**src/rtl/inta_sequencer.sv**
```systemverilog
// -----------------------------------------------------------------------------
// inta_sequencer
//
// Interrupt-acknowledge responder for an 8259-style PIC. It raises INT towards
// the CPU, follows the two-pulse INTA_n handshake, and emits one-cycle
// ack1/ack2 strobes to the in-service register. As a cascade master it drives
// the slave id on the cascade bus. As a slave it compares the cascade bus with
// its own id. Whichever device owns the vector places it on the data bus
// during the second pulse.
//
// Parameters
//   SYNC_STAGES  number of flops in the inta_n / cas_in synchronizers (>= 2)
//
// Ports
//   clk, rst_n    system clock, asynchronous active-low reset
//   irq_valid     resolver has a request above the current in-service priority
//   irq_idx       index of that request
//   inta_n        CPU interrupt acknowledge (active low, asynchronous)
//   sngl, sp      single-PIC mode / master (1) or slave (0) select
//   icw2_base     vector bits [7:3]
//   icw3_cfg      master: slave-present bitmap; slave: [2:0] = own id
//   cas_in        cascade bus input (used by a slave)
//   int_out       INT to the CPU
//   ack1, ack2    one-cycle strobes at the pulse-1 and pulse-2 falling edges
//   irq_idx_lat   index frozen at pulse 1 (7 for a spurious acknowledge)
//   cas_out/oe    cascade id driven by a master, and its enable
//   data_out/oe   vector byte and its enable
// -----------------------------------------------------------------------------
module inta_sequencer #(
  parameter int SYNC_STAGES = 2
) (
  input  logic       clk,
  input  logic       rst_n,
  input  logic       irq_valid,
  input  logic [2:0] irq_idx,
  input  logic       inta_n,
  input  logic       sngl,
  input  logic       sp,
  input  logic [4:0] icw2_base,
  input  logic [7:0] icw3_cfg,
  input  logic [2:0] cas_in,
  output logic       int_out,
  output logic       ack1,
  output logic       ack2,
  output logic [2:0] irq_idx_lat,
  output logic [2:0] cas_out,
  output logic       cas_oe,
  output logic [7:0] data_out,
  output logic       data_oe
);

  typedef enum logic [2:0] {
    IDLE,
    REQ,
    P1,
    GAP,
    P2
  } state_t;

  // Configuration snapshot, frozen for the whole acknowledge cycle.
  typedef struct packed {
    logic       sngl;
    logic       sp;
    logic [4:0] base;
    logic [7:0] icw3;
  } cfg_t;

  state_t state, state_nx;
  cfg_t   cfg;

  // ---------------------------------------------------------------------------
  // Synchronizers. The inta_n chain resets to the inactive (high) level so that
  // leaving reset never looks like an acknowledge edge.
  // ---------------------------------------------------------------------------
  logic [SYNC_STAGES-1:0] inta_sync;
  logic                   inta_prev;
  logic [2:0]             cas_sync [SYNC_STAGES];

  always_ff @(posedge clk or negedge rst_n) begin
    if (!rst_n) begin
      inta_sync <= '1;
      inta_prev <= 1'b1;
      for (int i = 0; i < SYNC_STAGES; i++) cas_sync[i] <= '0;
    end else begin
      // NOTE: every sequential assignment is non-blocking, so each stage
      // samples the previous stage's old value and the chain really shifts.
      inta_sync   <= {inta_sync[SYNC_STAGES-2:0], inta_n};
      inta_prev   <= inta_sync[SYNC_STAGES-1];
      cas_sync[0] <= cas_in;
      for (int i = 1; i < SYNC_STAGES; i++) cas_sync[i] <= cas_sync[i-1];
    end
  end

  logic inta_s;
  logic fall;
  logic rise;

  assign inta_s = inta_sync[SYNC_STAGES-1];
  assign fall   = inta_prev & ~inta_s;
  assign rise   = ~inta_prev & inta_s;

  // Configuration follows the pins only while idle.
  always_ff @(posedge clk or negedge rst_n) begin
    if (!rst_n) begin
      cfg <= '0;
    end else if (state == IDLE) begin
      cfg <= '{sngl: sngl, sp: sp, base: icw2_base, icw3: icw3_cfg};
    end
  end

  logic is_master;
  logic is_slave;
  logic cas_match;
  logic granted;

  assign is_master = ~cfg.sngl & cfg.sp;
  assign is_slave  = ~cfg.sngl & ~cfg.sp;
  assign cas_match = (cas_sync[SYNC_STAGES-1] == cfg.icw3[2:0]);
  // A slave only takes part in the handshake when the master addressed it;
  // the match is evaluated at each falling edge it affects.
  assign granted   = ~is_slave | cas_match;

  // ---------------------------------------------------------------------------
  // Next-state and next-output logic
  // ---------------------------------------------------------------------------
  logic       spurious, spurious_nx;
  logic [2:0] idx_nx;
  logic       ack1_nx, ack2_nx;
  logic       data_oe_nx;
  logic       cas_oe_nx;
  logic [2:0] cas_out_nx;
  logic       int_nx;
  logic [7:0] data_out_nx;

  always_comb begin
    // NOTE: every signal gets a default before the case statement, so no
    // path leaves a value unassigned and no latch is inferred.
    state_nx    = state;
    spurious_nx = spurious;
    idx_nx      = irq_idx_lat;
    ack1_nx     = 1'b0;
    ack2_nx     = 1'b0;
    data_oe_nx  = data_oe;
    cas_oe_nx   = cas_oe;
    cas_out_nx  = cas_out;

    case (state)
      IDLE: begin
        // A fall seen here is an unsolicited INTA and is ignored.
        if (irq_valid) state_nx = REQ;
      end

      REQ: begin
        // INT is held until the CPU answers. A request that disappears
        // before pulse 1 is acknowledged as spurious (index 7).
        if (fall) begin
          state_nx    = P1;
          spurious_nx = ~irq_valid;
          idx_nx      = irq_valid ? irq_idx : 3'd7;
          ack1_nx     = irq_valid & granted;
          cas_oe_nx   = is_master & cfg.icw3[idx_nx];
          cas_out_nx  = cas_oe_nx ? idx_nx : 3'd0;
        end
      end

      P1: begin
        if (rise) state_nx = GAP;
      end

      GAP: begin
        if (fall) begin
          state_nx   = P2;
          ack2_nx    = ~spurious & granted;
          data_oe_nx = cfg.sngl
                     | (is_master & ~cfg.icw3[irq_idx_lat])
                     | (is_slave & cas_match);
        end
      end

      P2: begin
        if (rise) begin
          state_nx   = IDLE;
          data_oe_nx = 1'b0;
          cas_oe_nx  = 1'b0;
          cas_out_nx = 3'd0;
        end
      end

      default: begin
        state_nx   = IDLE;
        data_oe_nx = 1'b0;
        cas_oe_nx  = 1'b0;
        cas_out_nx = 3'd0;
      end
    endcase

    int_nx      = (state_nx == REQ);
    data_out_nx = data_oe_nx ? {cfg.base, idx_nx} : 8'h00;
  end

  // ---------------------------------------------------------------------------
  // State and registered outputs (glitch-free pins)
  // ---------------------------------------------------------------------------
  always_ff @(posedge clk or negedge rst_n) begin
    if (!rst_n) begin
      state       <= IDLE;
      spurious    <= 1'b0;
      irq_idx_lat <= 3'd0;
      int_out     <= 1'b0;
      ack1        <= 1'b0;
      ack2        <= 1'b0;
      cas_out     <= 3'd0;
      cas_oe      <= 1'b0;
      data_out    <= 8'h00;
      data_oe     <= 1'b0;
    end else begin
      state       <= state_nx;
      spurious    <= spurious_nx;
      irq_idx_lat <= idx_nx;
      int_out     <= int_nx;
      ack1        <= ack1_nx;
      ack2        <= ack2_nx;
      cas_out     <= cas_out_nx;
      cas_oe      <= cas_oe_nx;
      data_out    <= data_out_nx;
      data_oe     <= data_oe_nx;
    end
  end

endmodule

```
**config.mk**
```make
export PLATFORM = sky130hd
export DESIGN_NAME = inta_sequencer
export DESIGN_NICKNAME = d
export VERILOG_FILES = /design/src/rtl/inta_sequencer.sv
export SDC_FILE = /design/constraint.sdc
export NUM_CORES = 1
export LEC_CHECK = 0
export ABC_AREA = 1
export CAP_MARGIN = 15
export CORE_UTILIZATION = 50
export DETAILED_ROUTE_END_ITERATION = 12
export DONT_BUFFER_PORTS = 1
export PLACE_DENSITY = 0.67
export SKIP_LAST_GASP = 1
export SLEW_MARGIN = 10
export SYNTH_ARGS = -nofsm -noshare
export SYNTH_HDL_FRONTEND = slang
export SYNTH_SLANG_ARGS = --single-unit
```
**constraint.sdc**
```tcl
create_clock -name clk -period 3.35 [get_ports clk]
set_clock_uncertainty 0.15 [all_clocks]
set_input_delay 0.67 -clock clk [delete_from_list [all_inputs] [get_ports clk]]
set_output_delay 0.67 -clock clk [all_outputs]
set_load 0.02 [all_outputs]
```
==> results of run 1 <==
==> metal layers <==
| metal | global-route usage | part of all wire |
|---|---|---|
| met1 | 0.250 | 0.39 |
| met5 | 0 | 0 |
| met4 | 0.141 | 0.030 |
| met3 | 0.0538 | 0.074 |
| met2 | 0.357 | 0.50 |
==> cell usage after synthesis, types with 3 or more instances <==
cell type / instances / area, µm²
a21oi_2: 9 / 78.8
buf_2: 3 / 15.0
dfrtp_1: 44 / 1100
dfstp_2: 3 / 78.8
inv_1: 29 / 109
inv_2: 4 / 15.0
nand2_1: 62 / 233
nand2_2: 8 / 50.1
nand3_1: 12 / 60.1
nand4_1: 4 / 25.0
nor2_1: 6 / 22.5
o21ai_0: 15 / 75.1
o21ai_2: 3 / 26.3
==> metrics by stage <==
step,cell area (µm²),utilization,cells,setup WS (ps)
2_1_floorplan,2030,-,218,1810
6_report,2190,0.582,272,1670
3_3_place_gp,2070,0.548,263,1740
3_5_place_dp,2070,0.548,263,1620
5_1_grt,2190,0.582,272,1540
4_1_cts,2190,0.582,272,1660
==> cell families after synthesis <==
kind of cell,count (synthesis),synth area share
flops,47,0.582
compound gates,32,0.108
buf+inv,38,0.0759
xor+xnor,1,0.00432
simple gates,100,0.230
==> power by group through the flow <==
stage / Sequential [mW] / Combinational [mW] / Clock [mW]
after floorplan: 0.966 / 0.523 / 0
after global placement: 1.00 / 0.600 / 0
after detailed placement: 1.01 / 0.629 / 0
after CTS: 1.00 / 0.647 / 0.409
after global routing: 1.03 / 0.748 / 0.428
final: 1.00 / 0.641 / 0.393
==> area by class of cell <==
type / instances / area (µm²)
fill: 337 / 1580
sequential: 47 / 1180
multi-input combinational: 133 / 693
inverter: 34 / 128
clock buffer: 7 / 76.3
tap: 48 / 60.1
clock inverter: 1 / 30.0
timing repair buffer: 2 / 27.5
==> worst paths after layout <==
kind / slack (ps) / endpoint / start / cells after the start
min in group clk: 210 / cas_sync[0]$_DFF_PN0_ / cas_sync[3]$_DFF_PN0_ / 0
worst max-delay path: 1670 / irq_idx_lat[0] / irq_idx_lat[0]$_DFF_PN0_ / 0
worst min register to register: 210 / cas_sync[0]$_DFF_PN0_ / cas_sync[3]$_DFF_PN0_ / 0
max in group asynchronous: 2770 / cas_out[2]$_DFFE_PN0P_ / rst_n / 1
worst min-delay path: 60 / cas_out[0]$_DFFE_PN0P_ / rst_n / 1
worst max register to register: 1680 / cas_out[0]$_DFFE_PN0P_ / state[1]$_DFF_PN0_ / 5
==> state kept, by name, indices dropped and copies added, names as in the netlist, 2 cells and up <==
signal,flops
cas_sync,6
cas_out,3
irq_idx_lat,3
state,3
inta_sync,2
data_out,8
cfg,15
==> impl_metrics.tcl, run 1 <==
set metrics [dict create \
    die_y_um 65.7 \
    first_global_vias 1472 \
    cts_tree "yes" \
    tns_ps 0 \
    antenna_left 0 \
    globalRouteTotalUtil 0.218 \
    area.growth.synth_to_final_pct 8.27 \
    drv_cap 0 \
    ys_ff_latch 47 \
    slew_headroom 0.760 \
    worstPathRequired_ps 2530 \
    combPwrFrac 0.315 \
    drtIter0Drc 82 \
    start_util 0.537 \
    power.density_nw_per_um2 927 \
    fin_total_pwr_mw 2.03 \
    cts_resized 0 \
    clockRootBuffer "clkbuf_8" \
    avgSynthCellArea_um2 9.30 \
    synthCells 218 \
    portBuffers 0 \
    ios 44 \
    path_clk_slew_ps 80 \
    numClockSinks 47 \
    critPathCaptureType "output pin" \
    numCtsBuffers 5 \
    p_leak_nw 1.10 \
    cts_hold_buf 1 \
    slew_violations 0 \
    period_share 0.501 \
    clockBufferDepth 2 \
    num_antenna_cells 0 \
    vias_per_cell 5.42 \
    vdd_drop_max_uv 453 \
    dr.pass1.iters 4 \
    synth_edf_count 0 \
    post-dp-hpwl_um 2880 \
    design.core.area_um2 3770 \
    routed_wl_um 4050 \
    vias 1473 \
    gp_congestion 0.853 \
    htree_levels 2 \
    yosysWarnings 0 \
    worstSetupPathType "register to output pin" \
    cts_setup_buffers 0 \
    ys_types 26 \
    ys_seq_area_frac 0.582 \
    drive_gt1_frac 0.188 \
    antenna_found_initial 0 \
    finalSetupViolations 0 \
    p_clk_frac 0.193 \
    fmax_mhz 596 \
    outcome "finished clean" \
    synth_nets 243 \
    rsz0062_at_grt "no" \
    syn-cell-area_um2 2030 \
    wire_per_inst_um 14.9 \
    grt_overflow_total 0 \
    hold_viol 0 \
    grt_start_max_net_pins 45 \
    std_cell_rows 22 \
    final_cell_mix "nand2_1 (62), dfrtp_1 (44), inv_1 (29), o21ai_0 (15), nand3_1 (12)" \
    worst_pin_slew_ps 361 \
    synthArstFlopShare 1.00 \
    hp-class "input pin to asynchronous set/reset pin" \
    critPathLaunchType "register" \
    p_switching_mw 0.838 \
    switching_share 0.412 \
    mostFrequentLayoutCell "nand2_1" \
    drc 0 \
    die_w_um 65.7 \
    p_int_mw 1.20 \
    die_area_um2 4310 \
    worstSkewPairLatency_ps 290 \
    fin_nets 248 \
    crit_path_max_fanout 7 \
    hold_slack_ps 59.4 \
    ys.flop_type "dfrtp_1" \
    fin_crit_ps 1680 \
    cp.arrival_ps 860 \
    p_seq_frac 0.492 \
    grt_pass1_wl_um 6770 \
]
No activity file was read; power rests on OpenSTA's default activity.
==> inputs of run 2 (changes only) <==
Clock period 3.35 ns to 1.57 ns, I/O delays scaled along.
==> run 2 against run 1 <==
Critical path depth rose by 7. Critical endpoint is now data_out[6]$_DFF_PN0_. Die area did not move. Total power rose by 140%. First-iteration DRC count fell by 44%. Sequential power rose by 110%.
==> impl_metrics.tcl, run 2 (synthesis gave the netlist of run 1 again) <==
set metrics [dict create \
    portBuffers 0 \
    critPathLaunchType "register" \
    worstPathRequired_ps 1650 \
    p_leak_nw 1.24 \
    fmax_mhz 653 \
    rr_startpoint "state[2]$_DFF_PN0_" \
    regMostFlops "cfg" \
    die_y_um 65.7 \
    area.growth.synth_to_final_pct 24.9 \
    hold_viol 0 \
    worst_pin_slew_ps 404 \
    design.core.area_um2 3770 \
    r2r_cells 7 \
    holdPathEnd "cfg[6]$_DFFE_PN0P_" \
    layout.area.seq_um2 1180 \
    path_clk_slew_ps 90 \
    reg.largest.list "cfg x15, data_out x8, cas_sync x6" \
    grt_pass1_wl_um 6720 \
    vias 1523 \
    numCtsBuffers 5 \
    first_global_vias 1462 \
    slew_violations 0 \
    ios 44 \
    drv_cap 0 \
    period_share 0.976 \
    antenna_left 0 \
    rsz0062_at_grt "yes" \
    fin_nets 272 \
    post-dp-hpwl_um 2770 \
    finalSetupViolations 0 \
    dr.pass1.iters 4 \
    multi_input_area_um2 757 \
    cts_tree "yes" \
    cp.arrival_ps 1620 \
    worstSetupPathType "register to register" \
    fin_crit_ps 1530 \
    final_cell_mix "nand2_1 (59), dfrtp_1 (42), inv_1 (27), dlygate4sd3_1 (17), o21ai_0 (15)" \
    worstHoldStart "icw3_cfg[6]" \
    die_area_um2 4310 \
    hp-class "input pin to register" \
    grt_start_max_net_pins 48 \
    fin_total_pwr_mw 4.85 \
    num_antenna_cells 0 \
    outcome "finished clean" \
    drtIter0Drc 46 \
    antenna_found_initial 0 \
    numClockSinks 47 \
    drc 0 \
    clockBufferDepth 2 \
    critPathCaptureType "register" \
    gp_congestion 0.803 \
    min_path_cells 2 \
    globalRouteTotalUtil 0.211 \
    std_cell_rows 22 \
    finalCoreUtilization 0.671 \
    mostFrequentLayoutCell "nand2_1" \
    die_w_um 65.7 \
    worstSkewPairLatency_ps 300 \
    nFillCells 298 \
    vias_per_cell 5.15 \
    power.density_nw_per_um2 1920 \
    rrSetupSlack_ps 40 \
    drive_gt1_frac 0.254 \
    clockRootBuffer "clkbuf_8" \
    grt_overflow_total 0 \
    timing.rr.end "data_out[6]$_DFF_PN0_" \
    slew_headroom 0.731 \
    wire_per_inst_um 14.4 \
    post-route-cell-area_um2 2530 \
    placed_cell_area_um2 2100 \
    routed_wl_um 4270 \
    crit_path_max_fanout 5 \
    htree_levels 2 \
    vdd_drop_max_uv 1160 \
    largest_reg_flops 15 \
    start_util 0.537 \
]
-- run 2: cell count changes in the layout (fill, tap and decap cells not counted), moves of 3 or more --
| cell | delta |
|---|---|
| nand2_1 | -3 |
| dlygate4sd3_1 | +17 |
| nor2_1 | -3 |
| buf_4 | +3 |
| nand2_2 | +3 |
-- run 2: worst max path at each step --
stage                             startpoint                      to  slack [ps]  cells past startpoint
finish                    state[2]$_DFF_PN0_   data_out[6]$_DFF_PN0_          40                      7
floorplan           irq_idx_lat[0]$_DFF_PN0_   data_out[0]$_DFF_PN0_         130                      7
global placement         inta_prev$_DFF_PN1_  cas_out[1]$_DFFE_PN0P_          90                      6
global route              state[2]$_DFF_PN0_   data_out[7]$_DFF_PN0_         -60                      7
CTS                      inta_prev$_DFF_PN1_  cas_out[1]$_DFFE_PN0P_          10                      6
detailed placement    inta_sync[1]$_DFF_PN1_   data_out[6]$_DFF_PN0_          30                      7
-- run 2: worst max-delay path, cell delays in order (launching register included) --
cell     delay [ps]
dfrtp_2         450
inv_2            90
nand2_2          90
nor2_4          140
nand2_2         110
a21oi_4         170
nand2_4         110
a21oi_2         150
-- run 2: metrics by stage --
| step | setup WS [ps] | std cells | hold slack (ps) | TNS [ps] |
|---|---|---|---|---|
| final | 37.6 | 296 | 1.12 | 0 |
| after global routing | -59.2 | 296 | 8.93 | -379 |
| after CTS | 11.7 | 290 | -462 | 0 |
| after detailed placement | 33.2 | 266 | -131 | 0 |
| after global placement | 92.2 | 266 | -131 | 0 |
| after floorplan | 134 | 218 | -132 | 0 |
-- run 2: power by group --
part           leakage [nW]  internal (mW)  switching, mW
combinational         0.589          0.630           1.06
clock                0.0644          0.635          0.409
sequential            0.583           1.63          0.492
total                  1.24           2.89           1.96
-- run 2: cell type report --
type | count | area share
tap | 48 | 0.0237
clock buffer | 5 | 0.0272
sequential | 47 | 0.467
timing repair buffer | 24 | 0.106
clock inverter | 3 | 0.0267
multi-input combinational | 135 | 0.299
inverter | 34 | 0.0504
-- run 2: layer usage --
metal | GRT usage | share of wire | vias to the layer above | wire (µm)
li1 | - | - | 742 | -
met1 | 0.273 | 0.43 | 729 | 1830
met2 | 0.329 | 0.49 | 46 | 2110
met3 | 0.0781 | 0.065 | 6 | 278
met4 | 0.0625 | 0.011 | 0 | 49
met5 | 0 | 0 | - | 0
-- run 2: repair_timing --
item	4_1_cts	5_1_grt
resized for setup	0	17
buffers inserted	0	2
setup endpoints to repair	0	17
hold endpoints to repair	64	47
hold buffers	16	2
==> inputs of run 3 (changes only) <==
==> constraint.sdc (replaced) <==
create_clock -name clk -period 1.57 [get_ports clk]
set_clock_uncertainty 0.15 [all_clocks]
set_input_delay 0.471 -clock clk [delete_from_list [all_inputs] [get_ports clk]]
set_output_delay 0.471 -clock clk [all_outputs]
set_load 0.02 [all_outputs]
==> run 3 against run 2 <==
Count of clock-buffer cells in the layout unchanged. The flow now finishes with violations (negative hold slack). Total power is 0.83% lower. Sequential share of layout area is 3.4 points higher. Combinational power shrank 2%. Critical path depth unchanged. First-iteration DRC count is 35% higher.
==> impl_metrics.tcl, run 3 (synthesis gave the netlist of run 1 again) <==
set metrics [dict create \
    switching_share 0.401 \
    vias 1470 \
    rsz0062_at_grt "yes" \
    hold_viol 47 \
    design.core.area_um2 3770 \
    grt_start_max_net_pins 48 \
    drv_cap 0 \
    crit_buf_inv 1 \
    antenna_found_initial 0 \
    clockBufferDepth 2 \
    fin_crit_ps 1570 \
    fin_nets 256 \
    vdd_drop_max_uv 1150 \
    hp-class "input pin to asynchronous set/reset pin" \
    area.growth.synth_to_final_pct 16.4 \
    vias_per_cell 5.25 \
    numClockSinks 47 \
    ios 44 \
    final_cell_mix "nand2_1 (59), dfrtp_1 (42), inv_1 (27), o21ai_0 (15)" \
    cp.arrival_ps 1650 \
    gp_congestion 0.803 \
    layout.area.seq_um2 1180 \
    portBuffers 0 \
    fmax_mhz 639 \
    grt_overflow_total 0 \
    p_switching_mw 1.93 \
    path_clk_slew_ps 90 \
    outcome "complete, but fails checks" \
    nFillCells 313 \
    drtIter0Drc 62 \
    numCtsBuffers 5 \
    worstPathRequired_ps 1650 \
    largest_reg_flops 15 \
    clockRootBuffer "clkbuf_8" \
    multi_input_area_um2 762 \
    worstSetupPathType "register to register" \
    finalSetupViolations 0 \
    std_cell_rows 22 \
    power.density_nw_per_um2 2040 \
    finalCoreUtilization 0.626 \
    regMostFlops "cfg" \
    failed_checks "negative hold slack" \
    globalRouteTotalUtil 0.203 \
    combPwrFrac 0.343 \
    cts_tree "yes" \
    cpPeakStageDelay_ps 450 \
    reg.largest.list "cfg x15, data_out x8, cas_sync x6" \
    wire_per_inst_um 14.5 \
    num_antenna_cells 0 \
    first_global_vias 1380 \
    start_util 0.537 \
    p_clk_frac 0.216 \
    worstSkewPairLatency_ps 300 \
    critPathTopFamily "simple AND/OR/NAND/NOR gates" \
    p_leak_nw 1.16 \
    die_w_um 65.7 \
    routed_wl_um 4070 \
    antenna_left 0 \
    p_seq_frac 0.442 \
    drive_gt1_frac 0.272 \
    crit_path_max_fanout 5 \
    dr.pass1.iters 4 \
    die_y_um 65.7 \
    slew_headroom 0.738 \
    drc 0 \
    crit_top_cell "nand2_2" \
    grt_pass1_wl_um 6400 \
    post-dp-hpwl_um 2770 \
    critPathCaptureType "register" \
    period_share 0.997 \
    die_area_um2 4310 \
    hold_slack_ps -294 \
    slew_violations 0 \
    critPathLaunchType "register" \
    p_int_mw 2.88 \
    worst_pin_slew_ps 394 \
    mostFrequentLayoutCell "nand2_1" \
    htree_levels 2 \
    crit_path_top_delay_cell "dfrtp_2" \
    path_cells "inv_2 -> nand2_2 -> nor2_4 -> nand2_2 -> a21oi_4 -> nand2_4 -> a21oi_2" \
]
run 3: path summary, 6_finish.rpt:
path | cells past startpoint | endpoint | start | slack [ps]
setup / recovery | 7 | data_out[6]$_DFF_PN0_ | state[2]$_DFF_PN0_ | 4
hold / removal | 0 | cfg[5]$_DFFE_PN0P_ | rst_n | -290
setup reg to reg | 7 | data_out[6]$_DFF_PN0_ | state[2]$_DFF_PN0_ | 4
hold reg to reg | 0 | cas_sync[1]$_DFF_PN0_ | cas_sync[4]$_DFF_PN0_ | 210
max in group asynchronous | 0 | inta_sync[1]$_DFF_PN1_ | rst_n | 1370
min in group clk | 0 | cas_sync[5]$_DFF_PN0_ | cas_in[2] | 40
run 3: stage by stage:
step	power (mW)	instances	setup TNS [ps]	worst slack (ps)	instance area, µm²
after floorplan	3.18	218	0	134	2030
after global placement	3.51	266	0	92.2	2100
after detailed placement	3.58	266	0	33.2	2100
after global routing	5.15	280	-432	-76.1	2360
final	4.81	280	0	3.96	2360
after CTS	4.64	274	0	8.26	2240
run 3: worst register-to-register path: stages (launching register included):
cell     delay, ps
dfrtp_2        450
inv_2           90
nand2_2         90
nor2_4         140
nand2_2        110
a21oi_4        200
nand2_4        120
a21oi_2        150
run 3: layout make-up:
| cell class | count | share of cell area |
|---|---|---|
| Sequential cell | 47 | 0.501 |
| Multi-Input combinational cell | 135 | 0.323 |
| Inverter | 34 | 0.0541 |
| Timing Repair Buffer | 8 | 0.0387 |
| Clock buffer | 5 | 0.0292 |
| Clock inverter | 3 | 0.0286 |
| Tap cell | 48 | 0.0255 |
run 3: what timing repair did:
item                       in CTS  in global routing
setup buffers                   0                  3
cloned                          0                  2
hold endpoints to repair       47                 48
gates resized for setup         1                 18
setup endpoints to repair       1                 18
pin swaps                       0                  9
run 3: power by group through the flow:
stage | Combinational (mW) | Clock (mW) | Sequential, mW
2_1_floorplan | 1.12 | 0 | 2.06
3_3_place_gp | 1.41 | 0 | 2.11
3_5_place_dp | 1.46 | 0 | 2.12
4_1_cts | 1.47 | 1.06 | 2.10
5_1_grt | 1.86 | 1.12 | 2.17
6_report | 1.65 | 1.04 | 2.12
run 3: routing by layer:
metal | global-route usage | vias to the layer above | wire length [µm]
met3 | 0.0868 | 8 | 320
li1 | - | 712 | -
met1 | 0.270 | 701 | 1720
met5 | 0 | - | 0
met4 | 0.0625 | 0 | 59
met2 | 0.297 | 49 | 1970
